--- src/rtl/dpmu_pkg.sv ---
// Shared constants, reset codes and sequencer state encoding for the DVFS path.
// NDOM/VW/FW fix the bus layout; the *_DEF values are default wait lengths.
package dpmu_pkg;

  localparam int NDOM = 3;
  localparam int VW   = 2;
  localparam int FW   = 3;

  localparam logic [VW-1:0] V_RST = 2'd1;
  localparam logic [FW-1:0] F_RST = 3'd2;

  localparam int SETTLE_CYC_DEF = 16;
  localparam int LOCK_CYC_DEF   = 8;
  localparam int TMO_CYC_DEF    = 255;

  typedef enum logic [2:0] {
    ST_IDLE,
    ST_SCAN,
    ST_V_REQ,
    ST_V_SETTLE,
    ST_F_SET,
    ST_F_LOCK,
    ST_DONE
  } dvfs_state_t;

endpackage

--- src/rtl/dvfs_wait_timer.sv ---
// Loadable down-counter with a zero flag; counts down to zero and holds there.
// A load value of N-1 makes zero assert on the N-th cycle after the load edge.
module dvfs_wait_timer #(
  parameter int W = 8
) (
  input  logic         clk,
  input  logic         rst,
  input  logic         load,
  input  logic [W-1:0] load_val,
  output logic         zero
);

  logic [W-1:0] cnt;

  always_ff @(posedge clk or posedge rst) begin
    if (rst) begin
      cnt <= '0;
    end else if (load) begin
      cnt <= load_val;
    end else if (cnt != '0) begin
      cnt <= cnt - 1'b1;
    end
  end

  assign zero = (cnt == '0);

endmodule

--- src/rtl/dvfs_sequencer.sv ---
// Applies V/F target sets domain by domain, raising V before F and lowering F before V.
// One regulator request in flight at a time; new targets accepted only while idle.
module dvfs_sequencer
  import dpmu_pkg::*;
#(
  parameter int SETTLE_CYC = SETTLE_CYC_DEF,
  parameter int LOCK_CYC   = LOCK_CYC_DEF,
  parameter int TMO_CYC    = TMO_CYC_DEF
) (
  input  logic                 clk,
  input  logic                 rst,
  input  logic                 tgt_valid,
  output logic                 tgt_ready,
  input  logic [NDOM*VW-1:0]   tgt_v,
  input  logic [NDOM*FW-1:0]   tgt_f,
  output logic                 vreg_req,
  output logic [1:0]           vreg_dom,
  output logic [VW-1:0]        vreg_code,
  input  logic                 vreg_ack,
  output logic [NDOM*VW-1:0]   cur_v,
  output logic [NDOM*FW-1:0]   cur_f,
  output logic                 busy,
  output logic                 err
);

  localparam int CYC_MAX = (TMO_CYC > SETTLE_CYC) ?
                           ((TMO_CYC > LOCK_CYC) ? TMO_CYC : LOCK_CYC) :
                           ((SETTLE_CYC > LOCK_CYC) ? SETTLE_CYC : LOCK_CYC);
  localparam int CW = (CYC_MAX > 1) ? $clog2(CYC_MAX) : 1;
  localparam logic [CW-1:0] SETTLE_LD = CW'(SETTLE_CYC - 1);
  localparam logic [CW-1:0] LOCK_LD   = CW'(LOCK_CYC - 1);
  localparam logic [CW-1:0] TMO_LD    = CW'(TMO_CYC - 1);
  localparam logic [1:0]    LAST_DOM  = 2'(NDOM - 1);

  dvfs_state_t state, state_nxt;

  logic [1:0]         d;
  logic [NDOM*VW-1:0] tv_q;
  logic [NDOM*FW-1:0] tf_q;
  logic [VW-1:0]      code_q;
  logic [VW-1:0]      tv_d, cv_d;
  logic [FW-1:0]      tf_d, cf_d;
  logic               tmr_load, tmr_zero;
  logic [CW-1:0]      tmr_val;

  assign tv_d = tv_q[int'(d)*VW +: VW];
  assign cv_d = cur_v[int'(d)*VW +: VW];
  assign tf_d = tf_q[int'(d)*FW +: FW];
  assign cf_d = cur_f[int'(d)*FW +: FW];

  // One timer serves the ack timeout, the regulator settle and the PLL lock waits.
  dvfs_wait_timer #(.W(CW)) u_timer (
    .clk      (clk),
    .rst      (rst),
    .load     (tmr_load),
    .load_val (tmr_val),
    .zero     (tmr_zero)
  );

  always_ff @(posedge clk or posedge rst) begin
    if (rst) begin
      state <= ST_IDLE;
    end else begin
      state <= state_nxt;
    end
  end

  always_comb begin
    state_nxt = state;
    tmr_load  = 1'b0;
    tmr_val   = '0;
    case (state)
      ST_IDLE: if (tgt_valid) state_nxt = ST_SCAN;
      ST_SCAN: begin
        if (tv_d > cv_d || (tf_d == cf_d && tv_d < cv_d)) begin
          state_nxt = ST_V_REQ;
          tmr_load  = 1'b1;
          tmr_val   = TMO_LD;
        end else if (tf_d != cf_d) begin
          state_nxt = ST_F_SET;
        end else if (d == LAST_DOM) begin
          state_nxt = ST_DONE;
        end
      end
      ST_V_REQ: begin
        if (vreg_ack) begin
          state_nxt = ST_V_SETTLE;
          tmr_load  = 1'b1;
          tmr_val   = SETTLE_LD;
        end else if (tmr_zero) begin
          state_nxt = ST_DONE;
        end
      end
      ST_V_SETTLE: if (tmr_zero) state_nxt = ST_SCAN;
      ST_F_SET: begin
        state_nxt = ST_F_LOCK;
        tmr_load  = 1'b1;
        tmr_val   = LOCK_LD;
      end
      ST_F_LOCK: if (tmr_zero) state_nxt = ST_SCAN;
      ST_DONE:   state_nxt = ST_IDLE;
      default:   state_nxt = ST_IDLE;
    endcase
  end

  always_ff @(posedge clk or posedge rst) begin
    if (rst) begin
      d      <= '0;
      tv_q   <= '0;
      tf_q   <= '0;
      code_q <= '0;
      cur_v  <= {NDOM{V_RST}};
      cur_f  <= {NDOM{F_RST}};
      err    <= 1'b0;
    end else begin
      case (state)
        ST_IDLE: begin
          if (tgt_valid) begin
            tv_q <= tgt_v;
            tf_q <= tgt_f;
            err  <= 1'b0;
            d    <= '0;
          end
        end
        ST_SCAN: begin
          if (tv_d > cv_d) begin
            code_q <= cv_d + 1'b1;
          end else if (tf_d == cf_d) begin
            if (tv_d < cv_d) begin
              code_q <= cv_d - 1'b1;
            end else if (d != LAST_DOM) begin
              d <= d + 1'b1;
            end
          end
        end
        ST_V_REQ: begin
          if (vreg_ack) begin
            cur_v[int'(d)*VW +: VW] <= code_q;
          end else if (tmr_zero) begin
            err <= 1'b1;
          end
        end
        ST_F_SET: cur_f[int'(d)*FW +: FW] <= tf_d;
        default: ;
      endcase
    end
  end

  // Request is decoded from state so an async reset drops it without a clock edge.
  always_comb begin
    tgt_ready = (state == ST_IDLE);
    busy      = (state != ST_IDLE);
    vreg_req  = (state == ST_V_REQ);
    vreg_dom  = vreg_req ? d : 2'd0;
    vreg_code = vreg_req ? code_q : '0;
  end

endmodule

--- config.mk ---
export PLATFORM = sky130hd
export DESIGN_NAME = dvfs_sequencer
export DESIGN_NICKNAME = d
export VERILOG_FILES = /design/src/rtl/dpmu_pkg.sv /design/src/rtl/dvfs_wait_timer.sv /design/src/rtl/dvfs_sequencer.sv
export SDC_FILE = /design/constraint.sdc
export NUM_CORES = 1
export LEC_CHECK = 0
export BUFFER_PORTS_ARGS = -buffer_cell sky130_fd_sc_hd__buf_2
export CAP_MARGIN = 25
export CELL_PAD_IN_SITES_DETAIL_PLACEMENT = 0
export CELL_PAD_IN_SITES_GLOBAL_PLACEMENT = 1
export CORE_ASPECT_RATIO = 0.5
export CORE_MARGIN = 3
export CORE_UTILIZATION = 38
export CTS_CLUSTER_DIAMETER = 40
export DETAILED_ROUTE_END_ITERATION = 7
export GPL_ROUTABILITY_DRIVEN = 0
export PLACE_DENSITY = 0.76
export RECOVER_POWER = 25
export REMOVE_ABC_BUFFERS = 1
export SYNTH_ARGS = -nofsm -noshare
export SYNTH_HDL_FRONTEND = slang
export SYNTH_SLANG_ARGS = --single-unit
--- constraint.sdc ---
create_clock -name clk -period 2.43 [get_ports clk]
set_input_delay 0.486 -clock clk [delete_from_list [all_inputs] [get_ports clk]]
set_output_delay 0.486 -clock clk [all_outputs]
set_load 0.02 [all_outputs]
-- Word-level counts from Yosys, hierarchy flattened
Cells that the tools add are included.
- add/sub/neg operators: 6
- eq/ne operators: 19
- reductions and logical operators: 18
- order comparisons: 2
- multipliers: 1
- shift-type cells: 8
- mux-type cells: 33
- operators by type and width (kind ; count):
    indexed part select 9 x 32 -> 3 bit ; 2
    negation 3 -> 33 bit ; 1
    negation 4 -> 33 bit ; 1
    variable shift 2 x 33 -> 6 bit (first input constant) ; 1
    variable shift 3 x 33 -> 9 bit (first input constant) ; 1
    indexed part select 2 x 33 -> 6 bit ; 1
    indexed part select 3 x 33 -> 9 bit ; 1
    two-way mux 8 bit ; 3
    one-hot mux 8 bit (3 select lines) ; 1
    two-way mux 3 bit ; 7
    two-way mux 2 bit ; 10
    one-hot mux 3 bit (5 select lines) ; 1
    inequality test 2 bit (second input constant) ; 7
    indexed part select 6 x 4 -> 2 bit ; 2
    nonzero test 2 bit ; 5
    bitwise mux 9 bit ; 1
    logical NOT 8 bit ; 1
    AND reduction 4 bit ; 2
    nonzero test 8 bit ; 1
    subtractor 8 x 1 -> 8 bit (second input constant) ; 1
    bitwise mux 6 bit ; 1
    == test 3 x 2 -> 1 bit (second input constant) ; 2
    == test 3 bit (second input constant) ; 2
    AND reduction 6 bit ; 1
    24 further kinds ; 31
- register bits after elaboration: 46
- bits of input ports: 19

-- Logic depth before layout (Yosys ltp)
- word-level depth: 8
- depth in mapped cells: 11
- depth with buffers taken out: 10

-- By module
Synthesis repeated with hierarchy kept, for this count alone.
- cell total of the unflattened synthesis: 274
- area, all modules: 2697.6 µm²
- by module, submodules not included (module ; sequential area each (µm²) ; cells an instance ; area each (µm²) ; instances):
    dvfs_sequencer ; 958.4 ; 218 ; 2200.9 ; 1
    dvfs_wait_timer ; 200.2 ; 56 ; 496.7 ; 1

-- Least setup slack after synthesis
Ideal clock, no wire load.
- kind: register to output
- from: register state[2]
- to: output vreg_dom[1]
- path buffers: 1
- setup slack: 0.099 ns
- cell stages (with the launch flop): 4
- arrival time: 1.845 ns
- cells stage by stage: dfrtp_1 -> bufbuf_16 -> nor3b_1 -> and2_2
- word-level cells in the longest chain between the ends: 2
- ends and longest elaborated chain (what ; line ; RTL):
    start: declaration ; dvfs_sequencer.sv:35 ; dvfs_state_t state, state_nxt;
    start signal: assignment ; dvfs_sequencer.sv:64 ; state <= state_nxt;
    == test 3 x 2 -> 1 bit ; dvfs_sequencer.sv:153 ; vreg_req = (state == ST_V_REQ);
    named net vreg_req ; dvfs_sequencer.sv:16 ; output logic vreg_req,
    two-way mux 2 bit ; dvfs_sequencer.sv:154 ; vreg_dom = vreg_req ? d : 2'd0;
    end: declaration ; dvfs_sequencer.sv:17 ; output logic [1:0] vreg_dom,
The timed path passes the listed nets, and every way through them passes these cells.

-- Final worst setup path
- from: register d[1]
- to: register code_q[1]
- word-level cells in the longest chain between the ends: 5
- ends and longest elaborated chain (what ; line ; RTL):
    start: declaration ; dvfs_sequencer.sv:37 ; logic [1:0] d;
    start signal: assignment ; dvfs_sequencer.sv:132 ; d <= d + 1'b1;
    multiplier 2 x 2 -> 4 bit or indexed part select 6 x 4 -> 2 bit (tied branches) ; dvfs_sequencer.sv:48, dvfs_sequencer.sv:49, dvfs_sequencer.sv:47 ;
    indexed part select 9 x 32 -> 3 bit (tied with other cells) ; dvfs_sequencer.sv:48 ; assign tf_d = tf_q[int'(d)*FW +: FW];
    == test 3 bit or two-way mux 2 bit (tied branches) ; dvfs_sequencer.sv:128, dvfs_sequencer.sv:129 ;
    nonzero test 2 bit (no source line) or two-way mux 2 bit (tied branches) ; -- ;
    AND reduction 3 bit (no source line) or two-way mux 2 bit (tied branches) ; -- ;
    end signal: assignment ; dvfs_sequencer.sv:127 ; code_q <= cv_d + 1'b1;
    end signal: assignment ; dvfs_sequencer.sv:130 ; code_q <= cv_d - 1'b1;
    end: declaration ; dvfs_sequencer.sv:40 ; logic [VW-1:0] code_q;
Several ways; a longest one is shown, not always the timed one. The select of a mux whose other input is x is not followed.
A chain may end at the register's enable or synchronous reset.

==> results.toml <==
[placement]
dp_slack_ps = -33.0
port-buffer-count = 41
dp.final_hpwl_um = 4500
placed_area_um2 = 2850

[timing]
slew_headroom = -0.0151
tightest_slew_ps = 1520
fin_crit_sh = 0.974
finalSetupViolations = 0
final_hold_viol_count = 0
fmax_mhz = 422
setup_ws_ps = 62.6
skew_ps = 3.59
slew_viol_final = 29
rsz0062_at_grt = "true"
min_period_ps = 2370
hold_ws_ps = 395

[grt]
gr-total-overflow = 0
grt_pass1_wl_um = 10200
antenna_found_initial = 0
grt_pass1_vias = 2115
gr-usage-all-layers = 0.163
grt_start_max_net_pins = 29

[floorplanning]
initial_core_util = 0.404
ioPinCount = 42
coreArea_um2 = 6260
num_rows = 20
fp.dieArea_um2 = 7720
fp.dieH_um = 63.6
die_width_um = 121

[worst_setup_path]
worstPathRequired_ps = 2590
r2r_start = "d[1]$_DFFE_PP0P_"
crit_fanout = 7
critPathCaptureType = "register"
worst_setup_path_start_kind = "register"
rr_worst_depth = 7
critPathLaunch = "d[1]$_DFFE_PP0P_"
path_class = "reg2reg"
arrival_ps = 2530
regToRegSetupSlack_ps = 60

[clock_tree]
root_buffer = "clkbuf_16"
cts_hold_buf = 0
clock_latency_ps = 280
cts_max_level = 2
numCtsBuffers = 5
clock_path_buffers = 2
clock_sinks = 46
cts_tree = "yes"
cts.reportedPaths.clkPinSlew_ps = 60

[cells_and_area]
diodes = 0
syn2layout_area_growth_pct = 19.9
nets = 360
drive_gt1_frac = 0.246
fin_area_um2 = 3030

[synthesis]
async_flop_share = 1.00
synth_cells = 280
netlist.area_leader.share = 0.396
netlist_area_um2 = 2520
synth.most_common_cell = "nand2_1"
synthFlopType = "dfrtp_1"
synth.avg_cell_area_um2 = 9.02
yosysSeqAreaShare = 0.459
synth_enable_flop_cells = 0
yosys_warnings = 0
synth_area_leaders = "dfrtp_1, nand2_1, dfstp_2, o21ai_0, ha_1"
synth_common_cells = "nand2_1, dfrtp_1, o21ai_0"
ys_ff_latch = 46
ys_types = 42
yosys.area.top_type = "dfrtp_1"

[hold_path]
hold_depth = 3
hold_class = "in2reg"
hold_start = "tgt_v[3]"

[drt]
vias = 2073
via_per_inst = 4.92
drt-pass1-iter-count = 4
initialDrtViolationCount = 88
routedWlPerCell_um = 14.1
routed_wl_um = 5940
ant_nets = 0
drc = 0

[power]
p_leak_nw = 1.45
ir_worst_vdd_mv = 0.248
pwr_density_cell_nw_per_um2 = 490
power_w = 0.00148

[outcome]
status = "finished with violations"
failed_checks = "max-capacitance violations, max-slew violations"

[job]
cap_violations = 1
## flip-flops by register name (all words and copies together), names as in the netlist
signal       count
err              1
d                2
state            3
tf_q             9
cur_v            6
u_timer.cnt      8
tv_q             6
code_q           2
cur_f            9
## path summary, 6_finish.rpt
check                                                  end
worst max register to register       code_q[1]$_DFFE_PP0P_
max in group asynchronous       u_timer.cnt[6]$_DFFE_PP0P_
min in group asynchronous              tf_q[7]$_DFFE_PP0P_
worst max-delay path                 code_q[1]$_DFFE_PP0P_
worst min register to register         tf_q[2]$_DFFE_PP0P_
worst min-delay path                   tv_q[3]$_DFFE_PP0P_
## critical path, cell delays in order, from the launching register on
cell     delay [ps]
dfrtp_1         370
buf_4           180
mux2_2          340
a22oi_1         230
xnor2_1         210
nand3_2         160
a211o_1         420
mux2_4          330
## per-layer routing
metal  track usage  part of all wire  up-vias
li1              -                 -     1050
met1         0.234              0.51      985
met2         0.255              0.46       36
met3        0.0341             0.032        2
met4        0.0335            0.0039        0
met5             0                 0        -
## stage by stage
| stage | instances | setup TNS [ps] | utilization |
|---|---|---|---|
| 2_1_floorplan | 270 | 0 | - |
| 3_3_place_gp | 411 | 0 | 0.455 |
| 3_5_place_dp | 411 | -33.0 | 0.455 |
| 4_1_cts | 420 | 0 | 0.479 |
| 5_1_grt | 421 | -45.6 | 0.484 |
| 6_report | 421 | 0 | 0.484 |
## cell usage in the layout, fill, tap and decap left out, types with 2 or more instances in the layout
master / synthesis / final
nor3b_1: 6 / 5
clkbuf_1: 5 / 4
nand2_1: 82 / 82
a22oi_1: 5 / 4
clkbuf_16: 0 / 5
dfrtp_1: 40 / 40
nor2_1: 11 / 11
or4_1: 2 / 2
nand3_1: 11 / 11
mux2_2: 5 / 5
mux2i_1: 9 / 9
xnor2_1: 7 / 7
o21ai_0: 26 / 26
nor4b_1: 2 / 2
nor3_1: 4 / 4
buf_4: 0 / 11
and2_1: 3 / 3
a21oi_1: 8 / 7
ha_1: 9 / 8
inv_1: 13 / 12
xor2_1: 2 / 2
dfstp_2: 6 / 6
buf_2: 1 / 41
## logic make-up after synthesis
family,share of synthesized area
AO/OA/AOI/OAI,0.115
XOR/XNOR,0.0377
adder cells (fa/ha/maj),0.0446
buffers and inverters,0.0525
flip-flops,0.459
multiplexers,0.0639
AND/OR/NAND/NOR,0.227
## what timing repair did
item | in CTS | in global routing
pin swaps | 1 | 1
endpoints found under the setup margin | 1 | 6
resized for setup | 0 | 7
setup buffers | 1 | 1
cloned | 0 | 0
## where the power goes
part,switching (W),internal (W),leakage (nW)
registers,0.00000727,0.000779,0.559
logic,0.0000292,0.0000185,0.832
clock network,0.000267,0.000382,0.0641
total,0.000304,0.00118,1.45
## area by class of cell
class | instances | area [um^2]
sequential | 46 | 1160
clock inverter | 1 | 7.51
inverter | 13 | 48.8
clock buffer | 7 | 133
timing repair buffer | 55 | 307
multi-input combinational | 211 | 1260
fill | 605 | 3230
tap | 88 | 110
Note: power is estimated with default switching activity, not from simulation.
